==> src/rtl/unshuffle_pkg.sv <==
// Shared constants, FSM encoding and pixel-to-word mapping for the unshuffle
// reader/writer pair and their benches.
package unshuffle_pkg;

    localparam int IMG_W           = 28;
    localparam int BW_PER_ACT      = 12;
    localparam int CH_NUM          = 4;
    localparam int ACT_PER_ADDR    = 4;
    localparam int ADDR_ROW_STRIDE = 4;
    localparam int NUM_ACT         = CH_NUM * ACT_PER_ADDR;
    localparam int WORD_BW         = NUM_ACT * BW_PER_ACT;
    localparam int ADDR_W          = 6;
    localparam int ROW_W           = $clog2(IMG_W);
    localparam int BCOL_W          = $clog2(IMG_W / 4);

    localparam logic [1:0] S_IDLE  = 2'd0;
    localparam logic [1:0] S_RUN   = 2'd1;
    localparam logic [1:0] S_DRAIN = 2'd2;
    localparam logic [1:0] S_DONE  = 2'd3;

    typedef struct packed {
        logic [WORD_BW-1:0] data;
        logic [1:0]         ir;
        logic               last;
    } fifo_entry_t;

    // Bank is {block-row parity, block-column parity}.
    function automatic logic [1:0] pix_bank(input int r, input int c);
        return 2'(((r / 4) % 2) * 2 + ((c / 4) % 2));
    endfunction

    function automatic logic [ADDR_W-1:0] pix_addr(input int r, input int c);
        return ADDR_W'((r / 8) * ADDR_ROW_STRIDE + (c / 8));
    endfunction

    // Activation index inside a word: ch*4 + pos.
    function automatic logic [3:0] pix_index(input int ir, input int ic);
        return 4'(((ir % 2) * 2 + (ic % 2)) * 4 + (ir / 2) * 2 + (ic / 2));
    endfunction

    // Activations are packed MSB-first: index 0 sits in the top 12 bits.
    function automatic logic [BW_PER_ACT-1:0] word_act(input logic [WORD_BW-1:0] word,
                                                       input int idx);
        return word[(NUM_ACT - 1 - idx) * BW_PER_ACT +: BW_PER_ACT];
    endfunction

endpackage

==> src/rtl/unshuffle_word_fifo.sv <==
// Two-entry word FIFO holding captured SRAM words with their local row and last flag.
module unshuffle_word_fifo
    import unshuffle_pkg::*;
(
    input  logic        clk,
    input  logic        rst,
    input  logic        push,
    input  fifo_entry_t push_ent,
    input  logic        pop,
    output fifo_entry_t head,
    output logic [1:0]  count
);

    fifo_entry_t mem [2];
    logic        wr_ptr;
    logic        rd_ptr;

    always_ff @(posedge clk or posedge rst) begin
        if (rst) begin
            mem[0] <= '0;
            mem[1] <= '0;
            wr_ptr <= 1'b0;
            rd_ptr <= 1'b0;
            count  <= '0;
        end else begin
            if (push) begin
                mem[wr_ptr] <= push_ent;
                wr_ptr      <= ~wr_ptr;
            end
            if (pop)
                rd_ptr <= ~rd_ptr;
            count <= count + 2'(push) - 2'(pop);
        end
    end

    assign head = mem[rd_ptr];

endmodule

==> src/rtl/unshuffle_reader.sv <==
// Reads the pixel-unshuffled image from SRAM group A and streams it out in raster order.
// Optional UNSHUFFLE_READER_RELU_EN clamps negative pixels to zero.
module unshuffle_reader
    import unshuffle_pkg::*;
(
    input  logic                  clk,
    input  logic                  rst,
    input  logic                  start,
    output logic                  busy,
    output logic                  done,
    output logic [ADDR_W-1:0]     sram_raddr_a0,
    output logic [ADDR_W-1:0]     sram_raddr_a1,
    output logic [ADDR_W-1:0]     sram_raddr_a2,
    output logic [ADDR_W-1:0]     sram_raddr_a3,
    input  logic [WORD_BW-1:0]    sram_rdata_a0,
    input  logic [WORD_BW-1:0]    sram_rdata_a1,
    input  logic [WORD_BW-1:0]    sram_rdata_a2,
    input  logic [WORD_BW-1:0]    sram_rdata_a3,
    output logic                  out_valid,
    input  logic                  out_ready,
    output logic [BW_PER_ACT-1:0] out_data,
    output logic                  out_last
);

    logic [1:0]               state;
    logic [ROW_W-1:0]         row;
    logic [BCOL_W-1:0]        bcol;
    logic [3:0][ADDR_W-1:0]   raddr_q;
    logic [3:0][ADDR_W-1:0]   raddr;
    logic [3:0][WORD_BW-1:0]  rdata;
    logic                     rd_vld;
    logic [1:0]               rd_bank;
    logic [1:0]               rd_ir;
    logic                     rd_last;
    logic [1:0]               ic;
    logic [1:0]               fifo_cnt;
    fifo_entry_t              push_ent;
    fifo_entry_t              head;
    logic                     issue;
    logic                     last_word;
    logic                     row_end;
    logic                     hs;
    logic                     pop;
    logic [1:0]               iss_bank;
    logic [ADDR_W-1:0]        iss_addr;
    logic [BW_PER_ACT-1:0]    pix;
    logic [BW_PER_ACT-1:0]    pix_out;

    assign row_end   = (bcol == BCOL_W'(IMG_W / 4 - 1));
    assign last_word = row_end && (row == ROW_W'(IMG_W - 1));
    // In-flight read counts against FIFO space so a capture never overflows.
    assign issue     = (state == S_RUN) && ((fifo_cnt + 2'(rd_vld)) < 2'd2);
    assign iss_bank  = pix_bank(int'(row), int'({bcol, 2'b00}));
    assign iss_addr  = pix_addr(int'(row), int'({bcol, 2'b00}));

    // The new address is presented in the issue cycle; other banks hold.
    always_comb begin
        raddr = raddr_q;
        if (issue)
            raddr[iss_bank] = iss_addr;
    end

    assign sram_raddr_a0 = raddr[0];
    assign sram_raddr_a1 = raddr[1];
    assign sram_raddr_a2 = raddr[2];
    assign sram_raddr_a3 = raddr[3];
    assign rdata = {sram_rdata_a3, sram_rdata_a2, sram_rdata_a1, sram_rdata_a0};

    always_comb begin
        push_ent      = '0;
        push_ent.data = rdata[rd_bank];
        push_ent.ir   = rd_ir;
        push_ent.last = rd_last;
    end

    always_ff @(posedge clk or posedge rst) begin
        if (rst) begin
            state   <= S_IDLE;
            row     <= '0;
            bcol    <= '0;
            raddr_q <= '0;
            rd_vld  <= 1'b0;
            rd_bank <= '0;
            rd_ir   <= '0;
            rd_last <= 1'b0;
            ic      <= '0;
        end else begin
            rd_vld <= issue;
            if (issue) begin
                raddr_q[iss_bank] <= iss_addr;
                rd_bank           <= iss_bank;
                rd_ir             <= row[1:0];
                rd_last           <= last_word;
                if (row_end) begin
                    bcol <= '0;
                    row  <= row + 1'b1;
                end else begin
                    bcol <= bcol + 1'b1;
                end
            end
            if (hs)
                ic <= ic + 1'b1;
            case (state)
                S_IDLE: if (start) begin
                    state <= S_RUN;
                    row   <= '0;
                    bcol  <= '0;
                end
                S_RUN:   if (issue && last_word) state <= S_DRAIN;
                S_DRAIN: if (hs && out_last)     state <= S_DONE;
                default: state <= S_IDLE;
            endcase
        end
    end

    unshuffle_word_fifo u_fifo (
        .clk      (clk),
        .rst      (rst),
        .push     (rd_vld),
        .push_ent (push_ent),
        .pop      (pop),
        .head     (head),
        .count    (fifo_cnt)
    );

    assign out_valid = (fifo_cnt != 2'd0);
    assign hs        = out_valid && out_ready;
    assign pop       = hs && (ic == 2'd3);
    assign pix       = word_act(head.data, int'(pix_index(int'(head.ir), int'(ic))));

`ifdef UNSHUFFLE_READER_RELU_EN
    assign pix_out = pix[BW_PER_ACT-1] ? '0 : pix;
`else
    assign pix_out = pix;
`endif

    assign out_data = out_valid ? pix_out : '0;
    assign out_last = out_valid && head.last && (ic == 2'd3);
    assign busy     = (state == S_RUN) || (state == S_DRAIN);
    assign done     = (state == S_DONE);

endmodule

==> config.mk <==
export PLATFORM = sky130hd
export DESIGN_NAME = unshuffle_reader
export DESIGN_NICKNAME = d
export VERILOG_FILES = /design/src/rtl/unshuffle_pkg.sv /design/src/rtl/unshuffle_word_fifo.sv /design/src/rtl/unshuffle_reader.sv
export SDC_FILE = /design/constraint.sdc
export NUM_CORES = 2
export LEC_CHECK = 0
export ABC_CLOCK_PERIOD_IN_PS = 41100
export CAP_MARGIN = 10
export CORE_AREA = 3 3 318 320
export DETAILED_ROUTE_END_ITERATION = 8
export DIE_AREA = 0 0 321 323
export PLACE_DENSITY = 0.58
export SLEW_MARGIN = 20
export SYNTH_ARGS = -nofsm -noshare
export SYNTH_HDL_FRONTEND = slang
export SYNTH_SLANG_ARGS = --single-unit
==> constraint.sdc <==
create_clock -name clk -period 41.1 [get_ports clk]
set_input_delay 10.275 -clock clk [delete_from_list [all_inputs] [get_ports clk]]
set_output_delay 10.275 -clock clk [all_outputs]
set_load 0.03 [all_outputs]
## Word level (Yosys, flattened, before mapping)

Cells that the tools add are included.

- Register bits: 436
- Output and inout bits: 40
- Word-level logic and storage cells: 93

- Add/sub/neg operators: 11
- $mul: 1
- $lt $le $gt $ge: 7
- Eq/ne operators: 9
- Shift-type cells: 1
- Muxes and demuxes: 25
- Bitwise operators: 4
- Reduce and logical (&&, ||, !) cells: 14

Operator list:

| cell | count |
|---|---|
| $mux W195 | 4 |
| $bwmux W390 | 1 |
| $bmux W192 S2 | 1 |
| $demux W195 S1 | 1 |
| $mux W192 | 1 |
| $shiftx A192 B10 Y12 | 1 |
| $bwmux W24 | 1 |
| $mux W24 | 1 |
| $mux W5 | 4 |
| $demux W6 S2 | 1 |
| $mux W12 | 1 |
| $mux W3 | 4 |
| $logic_and A1 B1 Y1 | 10 |
| $mul A5 B3 Y8 const B | 1 |
| $add A2 B1 Y2 | 3 |
| $eq A2 B2 Y1 const B | 3 |
| $lt A2 B3 Y1 const B | 2 |
| $mux W2 | 3 |
| $mux W6 | 1 |
| $pmux W2 S3 | 1 |
| $add A4 B2 Y5 | 1 |
| $add A5 B1 Y5 const B | 1 |
| $eq A5 B5 Y1 const B | 1 |
| $sub A4 B4 Y5 const A | 1 |
| other kinds (19) | 23 |

## Depth between registers and ports, before layout

- Depth after elaboration: 11
- Depth in mapped cells: 19
- Depth with buffers taken out: 10

## Hierarchy

From an unflattened synthesis, not the netlist that was laid out.

- Cell total of the unflattened synthesis: 1,871
- Area total of the unflattened synthesis: 28,656.2 sq um

Modules (own cells, without submodules):

| module | times used | cells an instance | area an instance (sq um) | sequential area each (sq um) |
|---|---|---|---|---|
| unshuffle_word_fifo | 1 | 1,055 | 17,389.2 | 9,859.5 |
| unshuffle_reader | 1 | 816 | 11,267.1 | 1,051.0 |

## Least setup slack after synthesis

No wires, ideal clock.

- Kind: register to output
- Start point: register u_fifo.rd_ptr
- End point: output out_data[3]
- Data arrival time: 4.626 ns
- Required time: 30.825 ns
- Path slack: 26.199 ns
- Cell stages (with the launch flop): 17
- Path buffers: 10
- Cells stage by stage: dfrtp_1 -> buf_6 -> buf_6 -> buf_6 -> buf_4 -> buf_4 -> buf_4 -> mux2i_1 -> ha_1 -> ha_1 -> fa_1 -> buf_2 -> buf_1 -> clkbuf_1 -> buf_1 -> a21oi_1 -> nor4_1

- Cells in the longest elaborated chain, start to end: 11

Ends and longest elaborated chain:

| element | RTL line | RTL |
|---|---|---|
| from (decl) | unshuffle_word_fifo.sv:16 | `logic rd_ptr;` |
| from (signal assigned) | unshuffle_word_fifo.sv:31 | `rd_ptr <= ~rd_ptr;` |
| $not A1 Y2 (implied by the code) * | unshuffle_word_fifo.sv:36 | `assign head = mem[rd_ptr];` |
| $mux W195 (implied by the code) * (3 in a row) | unshuffle_word_fifo.sv:36 |  |
| $add A2 B1 Y2 | unshuffle_pkg.sv:38 | `return 4'(((ir % 2) * 2 + (ic % 2)) * 4 + (ir / 2) * 2 + (ic / 2));` |
| $add A4 B2 Y4 | unshuffle_pkg.sv:38 |  |
| $add A4 B1 Y4 | unshuffle_pkg.sv:38 |  |
| $sub A4 B4 Y5 | unshuffle_pkg.sv:44 | `return word[(NUM_ACT - 1 - idx) * BW_PER_ACT +: BW_PER_ACT];` |
| $mul A5 B3 Y8 | unshuffle_pkg.sv:44 |  |
| $shiftx A192 B10 Y12 * | unshuffle_pkg.sv:44 |  |
| $mux W12 * | unshuffle_reader.sv:137 | `assign out_data = out_valid ? pix_out : '0;` |
| to (decl) | unshuffle_reader.sv:21 | `output logic [BW_PER_ACT-1:0] out_data,` |

Mark *: on every way between the ends. The rest lies on a longest branch, timed or not. The select of a mux whose other input is x is not followed.

## Final worst setup path

- Start point: register ic[1]
- End point: output out_data[11]

- Cells in the longest elaborated chain, start to end: 5

Ends and longest elaborated chain:

| element | RTL line | RTL |
|---|---|---|
| from (decl) | unshuffle_reader.sv:35 | `logic [1:0] ic;` |
| from (signal assigned) | unshuffle_reader.sv:102 | `ic <= ic + 1'b1;` |
| $add A4 B1 Y4 | unshuffle_pkg.sv:38 |  |
| $sub A4 B4 Y5 | unshuffle_pkg.sv:44 |  |
| $mul A5 B3 Y8 | unshuffle_pkg.sv:44 |  |
| $shiftx A192 B10 Y12 | unshuffle_pkg.sv:44 |  |
| $mux W12 | unshuffle_reader.sv:137 |  |

No other way between the ends.

==> reports/results.ini <==
[synthesis]
syn-num-nets = 2723
synth_cell_types = 68
syn_inst = 1936
synth_edf_count = 0
yosys_register_bits = 436
synthFlopType = dfrtp_1
syn_avg_cell_area_sq_um = 14.9
synth.yosys.seq_area_share_pct = 37.9
syn-cell-area_sq_um = 28800
synth-async-reset-ratio_pct = 100
yosysWarnings = 0

[clocking]
clkSinkCount = 436
insertion_delay_ns = 0.60
ctsHoldBuffers = 0
cts_made_buffers = 49
cts_htree_levels = 2
cts_tree = yes
cts_resized = 0
cts_setup_buffers = 0
path_clk_slew_ns = 0.06
cts_root_buffer = clkbuf_16
clockBufferDepth = 3

[global_routing]
gr-total-overflow = 0
grt_pass1_vias = 23400
grt_usage_pct = 20.6
grt_max_degree = 168
grt_pass1_wl_um = 159000
antenna_found_initial = 3

[sta]
slew_violations = 0
worst_pin_slew_ns = 1.09
clock_skew_ns = 0.0231
finalCritPeriodShare_pct = 40.3
hold_violations = 0
fmax_ghz = 0.0604
relSlewSlack_pct = 27.1
final.min_clock_period_ns = 16.56
rsz0062_at_grt = no
setup_viol = 0
final.setup.tns_ns = 0
final.setup.worst_slack_ns = 24.54

[floorplan]
start_util_pct = 29.2
ioPinCount = 812
die_width_um = 321
placementRows = 115
core_sq_um = 98400
die_y_um = 323
die_area_sq_um = 104000

[critical_path]
startpoint = ic[1]
worstReg2RegEnd = u_fifo.mem[128]
critPathMaxFanout = 62
worstPathArrival_ns = 6.28
cp.required_ns = 30.83
endpoint_kind = output port
r2r_cells = 4
endpoint = out_data[11]
critical_path_class = reg2out
rr_startpoint = u_fifo.wr_ptr
setup.reg_to_reg.worst_slack_ns = 37.42
startpoint_type = flop

[placed_design]
place_congestion = 0.912
dp_hpwl_um = 86700
dp_cells = 3881
portBuffers = 811
dpl_worst_slack_ns = 25.25

[drt]
vias = 21900
totalWireLength_um = 110000
drtPass1Iterations = 5
ant_nets = 0
viasPerCell = 5.50
wl_per_cell_um = 27.7
drc = 0
drtIter0Drc = 1742

[flow_run]
drv_cap = 0

[finish]
final_core_util_pct = 40.2
final_cells = 3973
syn_to_final_growth_pct = 37.4
final_common_cell = clkdlybuf4s50_1
filler_cell_count = 9208
diodes = 0
drive_gt1_share_pct = 34.8
final_cell_mix = clkdlybuf4s50_1 (811), dfrtp_1 (432), mux2_2 (413), mux4_2 (394), nand2_1 (103)
nets = 3432

[power]
p_per_area_nw_per_um2 = 89.1
p_leak_nw = 14.9
ir_drop_v = 0.0000784

[hold_path]
hold_class = reg2reg
hold_start = raddr_q[22]

[status]
status = finished, final reports clean

-- report_power, final --
group          internal [mW]  switching (mW)
clock                  0.277           0.188
sequential             0.638           0.234
combinational           1.06            1.13
-- sequential cells by signal, indices dropped and copies added, names as in the netlist, 2 cells and up --
register / cells
state: 2
row: 5
rd_ir: 2
u_fifo.mem: 390
bcol: 3
rd_bank: 2
ic: 2
raddr_q: 24
u_fifo.count: 2
-- critical path: stages (launching register included) --
cell	delay (ns)
dfrtp_4	0.90
inv_2	0.32
ha_4	0.71
buf_4	0.79
mux4_2	0.40
nor2_1	0.04
a2111oi_0	0.62
a2111oi_0	0.19
o31ai_1	0.75
clkdlybuf4s50_1	0.81
-- synthesized netlist by cell type, types with 3 or more instances --
| master | count | area, sq um |
|---|---|---|
| a2111oi_0 | 4 | 35.0 |
| a211o_1 | 3 | 26.3 |
| a211oi_1 | 9 | 67.6 |
| a21oi_1 | 41 | 205 |
| a22o_1 | 6 | 52.6 |
| a22oi_1 | 19 | 143 |
| a311oi_1 | 5 | 43.8 |
| a31oi_1 | 13 | 81.3 |
| and2_1 | 15 | 93.8 |
| and3_1 | 7 | 43.8 |
| buf_1 | 15 | 56.3 |
| buf_2 | 39 | 195 |
| buf_4 | 31 | 233 |
| buf_6 | 16 | 180 |
| clkbuf_1 | 76 | 285 |
| dfrtp_1 | 436 | 10900 |
| ha_1 | 14 | 175 |
| inv_1 | 8 | 30.0 |
| inv_2 | 4 | 15.0 |
| mux2_2 | 413 | 4650 |
| mux2i_1 | 84 | 841 |
| mux4_2 | 394 | 8870 |
| nand2_1 | 104 | 390 |
| nand2b_1 | 7 | 43.8 |
| nand3_1 | 15 | 75.1 |
| nand4_1 | 4 | 25.0 |
| nor2_1 | 37 | 139 |
| nor2b_1 | 13 | 81.3 |
| nor3_1 | 9 | 45.0 |
| nor4_1 | 7 | 43.8 |
| o211ai_1 | 6 | 45.0 |
| o21ai_0 | 16 | 80.1 |
| o21ai_1 | 6 | 30.0 |
| o22ai_1 | 5 | 31.3 |
| o31ai_1 | 3 | 22.5 |
| o32ai_1 | 3 | 26.3 |
| xnor2_1 | 5 | 43.8 |
| xor2_1 | 6 | 52.6 |
-- metrics by stage --
step	power, mW	hold WS, ns	cell area [sq um]
after floorplan	2.30	0.458	28800
after global placement	3.03	0.469	37800
after detailed placement	3.06	0.467	37800
after CTS	3.54	0.486	39500
after global routing	3.72	0.500	39500
final	3.52	0.484	39500
-- how the worst min path moves through the flow --
stage / slack, ns / to / cells after the start
3_5_place_dp: 0.47 / raddr_q[22] / 1
5_1_grt: 0.50 / raddr_q[22] / 1
6_report: 0.48 / raddr_q[22] / 1
4_1_cts: 0.49 / raddr_q[22] / 1
3_3_place_gp: 0.47 / raddr_q[22] / 1
2_1_floorplan: 0.46 / rd_ir[0] / 2
-- area by class of cell --
class / count / area (sq um) / share of cell area [%]
Tap cell: 1287 / 1610 / 4.07
Inverter: 13 / 56.3 / 0.142
Clock buffer: 71 / 1440 / 3.64
Timing Repair Buffer: 837 / 8330 / 21.1
Clock inverter: 21 / 285 / 0.722
Multi-Input combinational cell: 1308 / 16900 / 42.7
Sequential cell: 436 / 10900 / 27.6
-- cells by family after synthesis --
family / after synthesis / synth area share, %
AO/OA/AOI/OAI: 165 / 3.94
XOR/XNOR: 11 / 0.335
multiplexers: 893 / 50.0
AND/OR/NAND/NOR: 224 / 3.58
flip-flops: 436 / 37.9
buffers and inverters: 192 / 3.55
adder cells (fa/ha/maj): 15 / 0.678
-- metal layers --
metal / vias to the layer above / GRT usage, % / part of all wire [%]
met1: 11600 / 26.3 / 40
li1: 9217 / - / -
met3: 113 / 3.71 / 6.6
met2: 947 / 36.6 / 52
met4: 0 / 4.54 / 2.1
met5: - / 0 / 0
Power figures use the tool's default switching activity.
